**src/rtl/count_updown_param.sv**
```systemverilog
// Parametrised up/down counter with prescaler, parallel load, wrap/saturate
// bounds, a registered terminal-count pulse and combinational zero/at_max flags.
module count_updown_param #(
  parameter int unsigned WIDTH    = 4,
  parameter int unsigned MODULUS  = 16,
  parameter int unsigned PRESCALE = 1,
  parameter int unsigned SATURATE = 0
) (
  input  logic             clk,
  input  logic             reset,
  input  logic             en,
  input  logic             lever,
  input  logic             load,
  input  logic [WIDTH-1:0] d,
  output logic [WIDTH-1:0] q,
  output logic             tc,
  output logic             zero,
  output logic             at_max
);

  localparam int unsigned    PW       = (PRESCALE > 1) ? $clog2(PRESCALE) : 1;
  localparam logic [WIDTH-1:0] MAX_VAL  = WIDTH'(MODULUS - 1);
  localparam logic [PW-1:0]    PRE_LAST = PW'(PRESCALE - 1);

  logic [WIDTH-1:0] q_q, q_d;
  logic [PW-1:0]    pre_q, pre_d;
  logic             tc_q, tc_d;
  logic             tick;

  assign tick = en && (pre_q == PRE_LAST);

  // Next-state: load beats counting; tc is a one-cycle pulse, cleared by default
  always_comb begin
    q_d   = q_q;
    pre_d = pre_q;
    tc_d  = 1'b0;
    if (load) begin
      q_d   = (d > MAX_VAL) ? MAX_VAL : d;
      pre_d = '0;
    end else if (en) begin
      pre_d = tick ? '0 : pre_q + PW'(1);
      if (tick) begin
        if (lever) begin
          if (q_q == MAX_VAL) begin
            tc_d = 1'b1;
            q_d  = (SATURATE != 0) ? q_q : '0;
          end else begin
            q_d  = q_q + WIDTH'(1);
          end
        end else begin
          if (q_q == '0) begin
            tc_d = 1'b1;
            q_d  = (SATURATE != 0) ? q_q : MAX_VAL;
          end else begin
            q_d  = q_q - WIDTH'(1);
          end
        end
      end
    end
  end

  always_ff @(posedge clk) begin
    if (reset) begin
      q_q   <= '0;
      pre_q <= '0;
      tc_q  <= 1'b0;
    end else begin
      q_q   <= q_d;
      pre_q <= pre_d;
      tc_q  <= tc_d;
    end
  end

  assign q      = q_q;
  assign tc     = tc_q;
  assign zero   = (q_q == '0);
  assign at_max = (q_q == MAX_VAL);

endmodule

```
**config.mk**
```make
export PLATFORM = sky130hd
export DESIGN_NAME = count_updown_param
export DESIGN_NICKNAME = d
export VERILOG_FILES = /design/src/rtl/count_updown_param.sv
export SDC_FILE = /design/constraint.sdc
export NUM_CORES = 1
export LEC_CHECK = 0
export CORE_AREA = 10 10 47 49
export DETAILED_ROUTE_END_ITERATION = 12
export DIE_AREA = 0 0 57 59
export GPL_TIMING_DRIVEN = 0
export SYNTH_ARGS = -nofsm -noshare
export SYNTH_HDL_FRONTEND = slang
export SYNTH_SLANG_ARGS = --single-unit
```
**constraint.sdc**
```tcl
create_clock -name clk -period 2.01 [get_ports clk]
set_input_delay 0.402 -clock clk [delete_from_list [all_inputs] [get_ports clk]]
set_output_delay 0.402 -clock clk [all_outputs]
set_load 0.05 [all_outputs]
```
* Yosys cells after proc, flatten, opt, wreduce, memory -nomap -nowiden
Cells that the tools add are included.
** Operators by class
- Reductions and logical operators :: 7
- $add $sub $neg :: 3
- Equality and inequality tests :: 1
- Bitwise logic cells :: 3
- Multiplexer cells :: 11
- Magnitude comparators :: 1
** Operators by type and width (number)
- 2-to-1 mux 4 bit :: 7
- adder 4 x 1 -> 4 bit, second input constant :: 1
- equality test 4 bit, second input constant :: 1
- greater-than comparator 4 bit, second input constant :: 1
- logical NOT 4 bit :: 1
- 2-to-1 mux 1 bit :: 4
- nonzero test 2 bit :: 2
- OR reduction 4 bit :: 1
- subtractor 4 x 1 -> 4 bit, second input constant :: 1
- NOT 1 bit :: 3
- AND reduction 2 bit :: 1
- OR reduction 2 bit :: 1
- adder 1 bit, second input constant :: 1
- logical AND 1 bit :: 1
** Storage, ports and cells
- Word-level logic and storage cells :: 29
- Register bits :: 6

* Logic depth before layout (Yosys ltp)
- Word-level depth :: 6
- Gate-level depth with buffers :: 7
- Mapped depth without buffers :: 6

* Worst setup path after synthesis
No wires, ideal clock.
- Kind :: register to output
- From :: register q_q[1] (netlist: q[1])
- To :: output port at_max
- Arrival time :: 1.503 ns
- Buffers on the path :: 0
- Cell stages (with the launch flop) :: 3
- Path slack :: 0.105 ns
- Path through :: dfxtp_1 ha_1 and3_1
** Between the ends
- Cells in the longest elaborated chain, start to end :: 1
** RTL lines
- from (decl) :: line 25 : logic [WIDTH-1:0] q_q, q_d;
- from (signal assigned) :: line 68 : q_q <= q_d;
- equality test 4 bit :: line 77 : assign at_max = (q_q == MAX_VAL);
- to (decl) :: line 18 : output logic at_max
Every way passes these cells.

* Worst setup path in the final report
Same ends and word-level chain as after synthesis.

==> flow_summary.json <==
{
  "cts_sinks": 6,
  "setup_tns_ns": 0,
  "clkLatencyLatePin_ns": 0.24,
  "cts_tree": "built",
  "synth.ff_latch_count": 6,
  "slew_headroom": 0.664,
  "dieWidth_um": 57,
  "wirelength_mm": 1.05,
  "grt_max_degree": 11,
  "power_leakage_nw": 0.285,
  "num_antenna_cells": 0,
  "status": "completed",
  "multi_input_comb_area_um2": 251,
  "finalHoldViolCount": 0,
  "avgSynthCellArea_um2": 8.46,
  "setup_viol": 0,
  "holdWs_ns": 0.472,
  "num_rows": 14,
  "regArea_um2": 120,
  "drv_cap": 0,
  "max_clock_freq_ghz": 0.534,
  "ys_seq_area_frac": 0.278,
  "grt_pass1_vias": 443,
  "postCtsSetupBuffers": 0,
  "drtAntennaViolNets": 0,
  "initial_core_util": 0.308,
  "worst_slack_ns": 0.139,
  "endpoint_kind": "output pin",
  "drv_slew": 0,
  "fin_crit_sh": 0.931,
  "dp_cells": 81,
  "hpwl_um": 804,
  "final_cells": 84,
  "first_pass_iters": 4,
  "power_density_nw_per_um2": 638,
  "pre_cts_slack_ns": -0.132,
  "drive_above_1_share": 0.176,
  "root_buffer": "clkbuf_4",
  "antenna_found_initial": 0,
  "drt_iter0_drc": 9,
  "path_clk_slew_ns": 0.05,
  "critPathMaxStageDelay_ns": 0.46,
  "die_h_um": 59,
  "tightest_slew_ns": 0.504,
  "required_ns": 1.61,
  "vias": 446,
  "viasPerCell": 5.31,
  "dieArea_um2": 3360,
  "core_area_um2": 1400,
  "gp_congestion": 0.755,
  "n_fill_cell": 158,
  "min_period_ns": 1.87,
  "clockBufferDepth": 2,
  "synthesis.area_um2": 432,
  "grt.total_usage": 0.0697,
  "hold_class": "reg2reg",
  "route.detailed.drc": 0,
  "worst_setup_path_start_kind": "register",
  "crit_type": "reg2out",
  "ir_worst_vdd_v": 0.000278,
  "skew_ns": 0.000277,
  "crit_buf_inv": 1,
  "critPathTopFamily": "flip-flops",
  "grt_remaining_overflow": 0,
  "numCtsBuffers": 3,
  "nNetsFinal": 81,
  "ys_types": 26,
  "synth_nets": 62,
  "grt_setup_unrepaired": "no",
  "path_max_fanout": 8,
  "postCtsHoldBufs": 0,
  "cp_data_arrival_time_ns": 1.47,
  "cp_slowest_cell": "dfxtp_1",
  "synth_cells": 51,
  "synth-warning-count": 0,
  "wl_per_cell_um": 12.5,
  "path_cells": "ha_1, and3_1, buf_2",
  "h-tree-depth": 1,
  "syn_to_final_growth_pct": 41.2,
  "io_buffers": 14,
  "num_io_pins": 16,
  "grt_pass1_wl_mm": 1.90
}
[worst paths after layout]
path / from / endpoint / slack, ns / depth (start not counted)
setup / recovery: q[1] / at_max / 0.14 / 3
hold / removal: pre_q / pre_q / 0.47 / 1
setup reg to reg: q[0] / q[0] / 0.46 / 7
hold reg to reg: pre_q / pre_q / 0.47 / 1
[routing by layer]
metal / up-vias / track usage / wire length [µm]
met4: 0 / 0.0403 / 9
met1: 212 / 0.0847 / 516
li1: 222 / - / -
met3: 2 / 0.0322 / 55
met2: 10 / 0.0977 / 471
met5: - / 0 / 0
[state kept, by name, indices dropped and copies added, names as in the netlist]
| register | flops |
|---|---|
| q | 4 |
| pre_q | 1 |
| tc | 1 |
[area by class of cell]
cell class              count  share of cell area
repair buffers             14               0.222
well taps                  16              0.0329
plain buffers               4              0.0616
clock buffers               3              0.0370
multi-input cells          35               0.413
inverters                   6              0.0370
flip-flops and latches      6               0.197
[worst reg2reg max path: stages, from the launching register on]
cell      delay [ns]
dfxtp_1         0.32
buf_6           0.14
inv_1           0.05
ha_1            0.18
or3b_1          0.35
a21oi_1         0.14
o21ai_1         0.09
a221oi_2        0.20
[synthesized netlist by cell type]
cell / number / area share
buf_6: 2 / 0.052
a221oi_2: 1 / 0.035
nor4_1: 2 / 0.029
a211oi_1: 1 / 0.017
xor2_1: 1 / 0.020
or3b_1: 1 / 0.020
a31o_2: 1 / 0.020
a21oi_1: 7 / 0.081
buf_4: 2 / 0.035
and3_1: 2 / 0.029
o311ai_0: 1 / 0.020
ha_1: 2 / 0.058
nor2_1: 3 / 0.026
a31oi_1: 1 / 0.015
mux2i_1: 2 / 0.046
nor3_1: 2 / 0.023
o21ai_1: 1 / 0.012
nor4b_1: 1 / 0.020
o311a_2: 1 / 0.026
o21a_1: 1 / 0.017
xnor2_1: 1 / 0.020
nor2b_1: 1 / 0.015
dfxtp_1: 6 / 0.28
inv_1: 6 / 0.052
nand2b_1: 1 / 0.015
o21bai_1: 1 / 0.017
[cells in the final DEF (no fill, tap or decap), types with 2 or more instances in the layout]
cell	instances
buf_2	2
ha_1	2
a21oi_1	7
clkdlybuf4s50_1	10
buf_6	2
nor3_1	2
mux2i_1	2
dfxtp_1	6
dlymetal6s2s_1	2
clkbuf_4	3
buf_4	2
and3_1	2
inv_1	6
nor4_1	2
nor2_1	3
[cell families after synthesis]
family | after synthesis | synth area share
buffers and inverters | 10 | 0.139
AND/OR/NAND/NOR | 13 | 0.177
XOR/XNOR | 2 | 0.0406
AO/OA/AOI/OAI | 16 | 0.261
multiplexers | 2 | 0.0464
adder cells (fa/ha/maj) | 2 | 0.0580
flip-flops | 6 | 0.278
[stage by stage]
stage / power (mW) / util / instance area (µm²)
finish: 0.389 / 0.435 / 609
global route: 0.414 / 0.435 / 609
CTS: 0.396 / 0.440 / 617
detailed placement: 0.280 / 0.422 / 592
global placement: 0.281 / 0.422 / 592
floorplan: 0.234 / - / 432
[repair_timing]
item | 4_1_cts | 5_1_grt
hold endpoints to repair | 0 | 0
setup endpoints to repair | 2 | 4
gates resized for setup | 6 | 6
[power breakdown]
part | internal [mW] | switching, mW | total, mW
Clock | 0.0678 | 0.0465 | 0.114
Combinational | 0.0601 | 0.0784 | 0.139
Sequential | 0.126 | 0.00976 | 0.136
Power figures use the tool's default switching activity.
